## src/rtl/thread_regfile_bank_pkg.sv

```systemverilog
// Shared constants for the SIMD thread register file: read-only register
// offsets counted down from the top of each lane's address space.
package thread_regfile_bank_pkg;

    localparam int RO_BLOCK_ID = 3;
    localparam int RO_TPB      = 2;
    localparam int RO_TID      = 1;

    // Count of general-purpose (writable) registers below the read-only window.
    function automatic int gp_regs(input int num_regs);
        return num_regs - RO_BLOCK_ID;
    endfunction

endpackage

```

## src/rtl/lane_regbank.sv

```systemverilog
// One SIMD lane: general-purpose storage, read-only register mux and
// same-cycle write forwarding, with registered dual read ports.
module lane_regbank
    import thread_regfile_bank_pkg::*;
#(
    parameter int DATA_W   = 8,
    parameter int NUM_REGS = 16,
    parameter int LANE_ID  = 0,
    parameter int ADDR_W   = $clog2(NUM_REGS)
) (
    input  logic              clk,
    input  logic              reset,
    input  logic              rd_en,
    input  logic [ADDR_W-1:0] rd_addr1,
    input  logic [ADDR_W-1:0] rd_addr2,
    input  logic              wr_we,
    input  logic [ADDR_W-1:0] wr_addr,
    input  logic [DATA_W-1:0] wr_data,
    input  logic [DATA_W-1:0] block_id,
    input  logic [DATA_W-1:0] threads_per_block,
    output logic [DATA_W-1:0] rd_data1,
    output logic [DATA_W-1:0] rd_data2
);

    localparam int                GP_REGS = gp_regs(NUM_REGS);
    localparam logic [ADDR_W-1:0] GP_LIM  = ADDR_W'(GP_REGS);
    localparam logic [ADDR_W-1:0] A_BID   = ADDR_W'(NUM_REGS - RO_BLOCK_ID);
    localparam logic [ADDR_W-1:0] A_TPB   = ADDR_W'(NUM_REGS - RO_TPB);
    localparam logic [ADDR_W-1:0] A_TID   = ADDR_W'(NUM_REGS - RO_TID);

    logic [GP_REGS-1:0][DATA_W-1:0] mem_q;
    logic [DATA_W-1:0]              rd_data1_q, rd_data1_d;
    logic [DATA_W-1:0]              rd_data2_q, rd_data2_d;

    // wr_we arrives already qualified to general-purpose addresses, so
    // forwarding can never leak a write into the read-only window.
    function automatic logic [DATA_W-1:0] sel(
        input logic [ADDR_W-1:0]                a,
        input logic [GP_REGS-1:0][DATA_W-1:0]   mem,
        input logic                             fwd,
        input logic [DATA_W-1:0]                fwd_data,
        input logic [DATA_W-1:0]                bid,
        input logic [DATA_W-1:0]                tpb
    );
        logic [DATA_W-1:0] v;
        v = '0;
        if (a < GP_LIM)
            v = fwd ? fwd_data : mem[a];
        else if (a == A_BID)
            v = bid;
        else if (a == A_TPB)
            v = tpb;
        else if (a == A_TID)
            v = DATA_W'(LANE_ID);
        return v;
    endfunction

    always_comb begin
        rd_data1_d = sel(rd_addr1, mem_q, wr_we && (wr_addr == rd_addr1), wr_data,
                         block_id, threads_per_block);
        rd_data2_d = sel(rd_addr2, mem_q, wr_we && (wr_addr == rd_addr2), wr_data,
                         block_id, threads_per_block);
    end

    always_ff @(posedge clk) begin
        if (reset) begin
            mem_q      <= '0;
            rd_data1_q <= '0;
            rd_data2_q <= '0;
        end else begin
            if (wr_we)
                mem_q[wr_addr] <= wr_data;
            if (rd_en) begin
                rd_data1_q <= rd_data1_d;
                rd_data2_q <= rd_data2_d;
            end
        end
    end

    assign rd_data1 = rd_data1_q;
    assign rd_data2 = rd_data2_q;

endmodule

```

## src/rtl/thread_regfile_bank.sv

```systemverilog
// Per-thread register banks for a SIMD core, plus the shared load scoreboard
// and the read-only-write / double-reservation error pulses.
module thread_regfile_bank
    import thread_regfile_bank_pkg::*;
#(
    parameter  int DATA_W      = 8,
    parameter  int NUM_REGS    = 16,
    parameter  int NUM_THREADS = 4,
    localparam int ADDR_W      = $clog2(NUM_REGS)
) (
    input  logic                          clk,
    input  logic                          reset,
    input  logic [ADDR_W-1:0]             rd_addr1,
    input  logic [ADDR_W-1:0]             rd_addr2,
    input  logic                          rd_en,
    output logic [NUM_THREADS*DATA_W-1:0] rd_data1,
    output logic [NUM_THREADS*DATA_W-1:0] rd_data2,
    output logic                          rd_valid,
    input  logic                          wr_en,
    input  logic [ADDR_W-1:0]             wr_addr,
    input  logic [NUM_THREADS-1:0]        wr_mask,
    input  logic [NUM_THREADS*DATA_W-1:0] wr_data,
    input  logic                          wr_clear,
    input  logic                          rsv_en,
    input  logic [ADDR_W-1:0]             rsv_addr,
    output logic                          busy1,
    output logic                          busy2,
    input  logic [DATA_W-1:0]             block_id,
    input  logic [DATA_W-1:0]             threads_per_block,
    output logic                          err_ro_write,
    output logic                          err_double_rsv
);

    localparam int                GP_REGS = gp_regs(NUM_REGS);
    localparam logic [ADDR_W-1:0] GP_LIM  = ADDR_W'(GP_REGS);

    logic [GP_REGS-1:0] sb_q, sb_d;
    logic               rd_valid_q;
    logic               err_ro_q, err_ro_d;
    logic               err_rsv_q, err_rsv_d;
    logic               wr_gp, rsv_gp, clear_hit;

    assign wr_gp     = wr_addr < GP_LIM;
    assign rsv_gp    = rsv_addr < GP_LIM;
    assign clear_hit = wr_en && wr_clear && wr_gp;

    // Clear first, then set: a reservation landing on the same address as a
    // load writeback is a fresh request and must survive.
    always_comb begin
        sb_d = sb_q;
        if (clear_hit)
            sb_d[wr_addr] = 1'b0;
        if (rsv_en && rsv_gp)
            sb_d[rsv_addr] = 1'b1;
        err_ro_d  = wr_en && !wr_gp;
        err_rsv_d = rsv_en && rsv_gp && sb_q[rsv_addr]
                    && !(clear_hit && (wr_addr == rsv_addr));
    end

    always_ff @(posedge clk) begin
        if (reset) begin
            sb_q       <= '0;
            rd_valid_q <= 1'b0;
            err_ro_q   <= 1'b0;
            err_rsv_q  <= 1'b0;
        end else begin
            sb_q       <= sb_d;
            rd_valid_q <= rd_en;
            err_ro_q   <= err_ro_d;
            err_rsv_q  <= err_rsv_d;
        end
    end

    assign busy1          = (rd_addr1 < GP_LIM) && sb_q[rd_addr1];
    assign busy2          = (rd_addr2 < GP_LIM) && sb_q[rd_addr2];
    assign rd_valid       = rd_valid_q;
    assign err_ro_write   = err_ro_q;
    assign err_double_rsv = err_rsv_q;

    for (genvar i = 0; i < NUM_THREADS; i++) begin : g_lane
        lane_regbank #(
            .DATA_W   (DATA_W),
            .NUM_REGS (NUM_REGS),
            .LANE_ID  (i),
            .ADDR_W   (ADDR_W)
        ) u_lane (
            .clk               (clk),
            .reset             (reset),
            .rd_en             (rd_en),
            .rd_addr1          (rd_addr1),
            .rd_addr2          (rd_addr2),
            .wr_we             (wr_en && wr_mask[i] && wr_gp),
            .wr_addr           (wr_addr),
            .wr_data           (wr_data[i*DATA_W +: DATA_W]),
            .block_id          (block_id),
            .threads_per_block (threads_per_block),
            .rd_data1          (rd_data1[i*DATA_W +: DATA_W]),
            .rd_data2          (rd_data2[i*DATA_W +: DATA_W])
        );
    end

endmodule

```

## config.mk

```make
export PLATFORM = sky130hd
export DESIGN_NAME = thread_regfile_bank
export DESIGN_NICKNAME = d
export VERILOG_FILES = /design/src/rtl/thread_regfile_bank_pkg.sv /design/src/rtl/lane_regbank.sv /design/src/rtl/thread_regfile_bank.sv
export SDC_FILE = /design/constraint.sdc
export NUM_CORES = 1
export LEC_CHECK = 0
export BUFFER_PORTS_ARGS = -buffer_cell sky130_fd_sc_hd__buf_2
export CORE_ASPECT_RATIO = 2
export CORE_UTILIZATION = 50
export CTS_BUF_LIST = sky130_fd_sc_hd__clkbuf_8
export DETAILED_ROUTE_END_ITERATION = 6
export GPL_ROUTABILITY_DRIVEN = 0
export PLACE_DENSITY_LB_ADDON = 0.2
export SLEW_MARGIN = 20
export SYNTH_ARGS = -nofsm -noshare
export SYNTH_HDL_FRONTEND = slang
export SYNTH_SLANG_ARGS = --single-unit
```

## constraint.sdc

```tcl
create_clock -name clk -period 2 [get_ports clk]
set_input_delay 0.2 -clock clk [delete_from_list [all_inputs] [get_ports clk]]
set_output_delay 0.2 -clock clk [all_outputs]
set_load 0.005 [all_outputs]
```

---- Word level (Yosys, flattened, before mapping) ----
Index checks and enable logic that the tools add are counted.
storage, ports and cells
  register bits ........................... 496
  output and inout port bits .............. 69
  bits of input ports ..................... 74
  logic and storage cells ................. 187
cells by class
  order comparisons ....................... 10
  equality and inequality tests ........... 9
  multiplexer cells ....................... 72
  bitwise logic cells ..................... 3
  reductions and logical operators ........ 29
operators with widths
  kind                  count
  $bwmux W104           4
  $mux W8               41
  $bmux W8 S4           8
  $demux W8 S4          1
  $logic_and A1 B1 Y1   27
  $mux W13              2
  $eq A4 B4 Y1 const B  6
  $lt A4 B5 Y1 const B  4
  $lt A4 B4 Y1 const B  4
  $and A13 B13 Y13      1
  $not A13 Y13          1
  $or A13 B13 Y13       1
  $bmux W1 S4           3
  $eq A4 B4 Y1          3
  $demux W1 S4          2
  $ge A4 B1 Y1 const B  2
  $mux W2               4
  $mux W1               7
  $logic_not A1 Y1      2

---- Depth between registers and ports, before layout ----
  depth after elaboration ................. 9
  mapped depth ............................ 10
  depth with buffers taken out ............ 5

---- Hierarchy ----
A second synthesis with hierarchy kept.
second synthesis, totals
  cells, all modules ...................... 3,144
  area total of the unflattened synthesis .. 28,788.9 um^2
modules (own cells, without submodules)
  module                           seq. area each (um^2)  cells an instance  area an instance (um^2)  times used
  lane_regbank (g_lane[3].u_lane)  2,402.3                797                7,036.7                  1
  lane_regbank (g_lane[1].u_lane)  2,402.3                757                6,972.9                  1
  lane_regbank (g_lane[2].u_lane)  2,402.3                758                6,824.0                  1
  lane_regbank (g_lane[0].u_lane)  2,402.3                701                6,800.3                  1
  thread_regfile_bank              320.3                  131                1,154.9                  1

---- Least setup slack after synthesis ----
No wires, ideal clock.
  path kind ............................... input to output
  from .................................... input port rd_addr1[1]
  to ...................................... output port busy1
  arrival ................................. 1.654 ns
  path buffers ............................ 4
  slack ................................... 0.146 ns
  stages on the path ...................... 6
  cells stage by stage .................... buf_6 buf_12 buf_6 clkbuf_1 mux4_2 mux4_2
between the ends
  cells in the longest elaborated chain, start to end .. 3
  elaborated cells on any way between the ends .. 4
  classes of those cells .................. order compare: 1; mux: 2; reduce/logical: 1
RTL lines
  element                        line                       source
  start: declaration             thread_regfile_bank.sv:13  input logic [ADDR_W-1:0] rd_addr1,
  $bmux W1 S4                    thread_regfile_bank.sv:74  assign busy1 = (rd_addr1 < GP_LIM) && sb_q[rd_addr1];
  $mux W1 (not written as such)  thread_regfile_bank.sv:74
  $logic_and A1 B1 Y1 (*)        thread_regfile_bank.sv:74
  end: declaration               thread_regfile_bank.sv:26  output logic busy1,
Mark *: on every way between the ends. The rest lies on a longest branch, timed or not. The select of a mux whose other input is x is not followed.

---- Worst setup path after layout ----
  from .................................... register sb_q[9]
  to ...................................... output port busy2
between the ends
  cells in the longest elaborated chain, start to end .. 3
RTL lines
  element                        line                       source
  start: declaration             thread_regfile_bank.sv:37  logic [GP_REGS-1:0] sb_q, sb_d;
  start signal: assignment       thread_regfile_bank.sv:62  sb_q <= '0;
  start signal: assignment       thread_regfile_bank.sv:67  sb_q <= sb_d;
  $bmux W1 S4                    thread_regfile_bank.sv:75  assign busy2 = (rd_addr2 < GP_LIM) && sb_q[rd_addr2];
  $mux W1 (not written as such)  thread_regfile_bank.sv:75
  $logic_and A1 B1 Y1            thread_regfile_bank.sv:75
  end: declaration               thread_regfile_bank.sv:27  output logic busy2,
No other way between the ends. The select of a mux whose other input is x is not followed.

==> flow_metrics.env <==
export IMPL_crit_path_end="busy2"
export IMPL_cpPeakStageDelay_ns=0.48
export IMPL_pre_cts_ws_ns=-0.590
export IMPL_final_layout_size_suffix_gt1_frac=0.245
export IMPL_dr_pass1_iters=7
export IMPL_tightest_slew_ns=1.12
export IMPL_yosys_area_top_type="dfxtp_1"
export IMPL_finalHoldViolations=1
export IMPL_busiest_layer="met2"
export IMPL_cts_sinks=496
export IMPL_grtUsageMet1=0.458
export IMPL_htree_levels=3
export IMPL_worstHoldPathType="in2reg"
export IMPL_holdWs_ns=-0.000672
export IMPL_peakVddDrop_uv=488
export IMPL_vias=29300
export IMPL_cts_buffer_depth=3
export IMPL_grt_pass1_wl_um=180000
export IMPL_critPathKind="reg2out"
export IMPL_core_mm2=0.0533
export IMPL_utilization=0.614
export IMPL_synthesis_nets=3286
export IMPL_leakagePower_nw=11.6
export IMPL_synth_flop_cell="dfxtp_1"
export IMPL_grt_overflow_total=0
export IMPL_fin_ws_ns=-0.303
export IMPL_status="complete, but fails checks"
export IMPL_r2r_cells=4
export IMPL_r2r_end="g_lane[0].u_lane.rd_data1[3]"
export IMPL_cp_end_kind="output pin"
export IMPL_clk_latency_ns=0.71
export IMPL_final_setup_viol_count=3
export IMPL_grt_use_met2=0.727
export IMPL_pwr_density_cell_mw_per_mm2=702
export IMPL_routed_wl_um=124000
export IMPL_startpoint_type="register"
export IMPL_avgSynthCellArea_um2=8.38
export IMPL_dieArea_mm2=0.0548
export IMPL_violations="DRC, hold timing, setup timing"
export IMPL_cts_made_buffers=75
export IMPL_p_total_mw=23.0
export IMPL_cts_tree="done"
export IMPL_viasPerCell=6.92
export IMPL_post_cts_buffers=0
export IMPL_grtUsageTotal=0.448
export IMPL_clock_fmax_mhz=434
export IMPL_syn_area_mm2=0.0269
export IMPL_max_cap_violations=0
export IMPL_cp_max_fo=4
export IMPL_fin_crit_ns=2.30
export IMPL_drcViolationCount=31
export IMPL_synth_seq_cells=496
export IMPL_path_common_cell="mux4_2"
export IMPL_path_clk_slew_ns=0.07
export IMPL_yosys_warnings=0
export IMPL_grt_pass1_vias=28500
export IMPL_synth_top_area_share=0.369
export IMPL_r2r_slack_ns=-0.01
export IMPL_grt_max_degree=102
export IMPL_syn_to_final_growth_pct=21.6
export IMPL_port_buffers=142
export IMPL_yosysSeqAreaShare=0.369
export IMPL_async_flop_share=0
export IMPL_cts_root_buf="clkbuf_8"
export IMPL_worstPathRequired_ns=1.80
export IMPL_antenna_found_initial=8
export IMPL_drt_iter0_markers=4229
export IMPL_pin_count=143
export IMPL_final_cell_count_no_fill=4234
export IMPL_synth_edf_count=0
export IMPL_period_share=1.15
export IMPL_start_util=0.505
export IMPL_die_height_um=330
export IMPL_crit_start="sb_q[9]"
export IMPL_finalInstanceArea_mm2=0.0327
export IMPL_timing_rr_start="g_lane[0].u_lane.mem_q[51]"
export IMPL_dp_cells=4066
export IMPL_ys_types=72
export IMPL_num_rows=120
export IMPL_final_max_slew_viol_count=0
export IMPL_num_nets_final=3580
export IMPL_dpl_cell_area_mm2=0.0307
export IMPL_relSlewSlack=0.250
export IMPL_finalSetupTns_ns=-0.611
export IMPL_grtUsageMet3=0.130
export IMPL_synth_area_leaders="dfxtp_1 (37%), mux4_2 (12%), a21oi_1 (9.6%)"
export IMPL_wire_per_inst_um=29.3
export IMPL_cp_data_arrival_time_ns=2.10
export IMPL_synthCells=3212
export IMPL_fp_dieW_um=166
export IMPL_skew_ns=0.0310
export IMPL_rsz0062_at_grt="true"
export IMPL_dpl_hpwl_um=83900
export IMPL_cp_cell_sequence="mux4_2, mux4_2, buf_2"
export IMPL_detail_route_antenna_nets=0
export IMPL_critPathSlowestCell="mux4_2"
[cell usage in the layout, fill, tap and decap left out, drive strengths merged, types with 34 or more instances in the layout]
cell type,netlist,layout
mux2,64,64
mux4,139,139
a21oi,514,514
nor2,196,196
dlygate4sd3,0,34
inv,32,53
dfxtp,496,496
o21ai,498,498
nand3b,41,41
buf,110,510
clkbuf,218,94
a22o,41,41
nand2,451,451
nor4,55,55
[registers in the layout, indices dropped and copies added, names as in the netlist]
name,count
g_lane.u_lane.mem_q,416
g_lane.u_lane.rd_data2,32
err_double_rsv,1
rd_valid,1
sb_q,13
err_ro_write,1
g_lane.u_lane.rd_data1,32
[routing by layer]
layer,routed length (µm),vias up
met4,14400,8
met2,57400,2304
met3,14000,817
li1,-,12400
met1,38100,13800
met5,48,-
[cell families after synthesis]
kind of cell	count (synthesis)	share of synthesized area
AND/OR/NAND/NOR	873	0.152
AO/OA/AOI/OAI	1266	0.270
XOR/XNOR	12	0.00390
flip-flops	496	0.369
multiplexers	203	0.143
buffers and inverters	362	0.0628
[synthesized netlist by cell type, types with 5 or more instances]
cell,n
nand3_1,12
and4_1,26
inv_1,32
nand2b_1,5
o31ai_1,14
dfxtp_1,496
nand3b_1,41
mux4_2,139
nor4_2,17
buf_1,13
nand4_1,15
nand2_1,450
o32ai_1,33
buf_4,16
clkbuf_1,216
o21ai_0,479
o21ai_1,18
xnor2_1,8
nor2_1,189
a31oi_1,9
nor2_2,7
a2111oi_0,19
nor4_1,37
a22o_1,41
nor3_1,30
mux2_2,44
o21a_1,13
nor2b_1,22
o32a_1,31
a22oi_1,33
buf_2,58
a211oi_1,23
buf_6,19
a21oi_1,514
mux2_1,20
[final cells by class]
cell class / instances / area [µm²]
antenna: 4 / 10.0
clock buffer: 93 / 1280
clock inverter: 37 / 312
fill: 4596 / 20600
inverter: 34 / 128
multi-input combinational: 2354 / 15400
sequential: 496 / 9940
tap: 671 / 840
timing repair buffer: 545 / 4800
[worst max-delay path: cells and delay by family, from the launching register on]
kind                   cells  cell delay, ns
muxes                      2            0.93
DFF                        1            0.35
buffers and inverters      1            0.14
[where the power goes]
part / switching, mW / internal [mW] / total (mW)
registers: 0.196 / 10.0 / 10.2
logic: 2.20 / 1.27 / 3.48
clock network: 4.32 / 4.95 / 9.28
total: 6.72 / 16.3 / 23.0
[worst min path at each step]
stage | depth (start not counted) | slack (ns) | endpoint | startpoint
global placement | 2 | 0.46 | g_lane[3].u_lane.mem_q[99] | g_lane[3].u_lane.mem_q[99]
detailed placement | 2 | 0.47 | g_lane[3].u_lane.mem_q[99] | g_lane[3].u_lane.mem_q[99]
CTS | 4 | 0.00002 | g_lane[1].u_lane.mem_q[9] | wr_data[9]
floorplan | 2 | 0.34 | g_lane[0].u_lane.mem_q[0] | wr_data[0]
global route | 4 | 0.005 | g_lane[1].u_lane.mem_q[54] | wr_data[14]
finish | 4 | -0.0007 | g_lane[1].u_lane.mem_q[102] | wr_data[14]
[timing repair]
item                                    CTS  global route
hold endpoints to repair                323             2
pin swaps                                 0             0
gates resized for setup                   8            10
endpoints found under the setup margin    6             7
hold buffers                             33             1
Power figures use the tool's default switching activity.
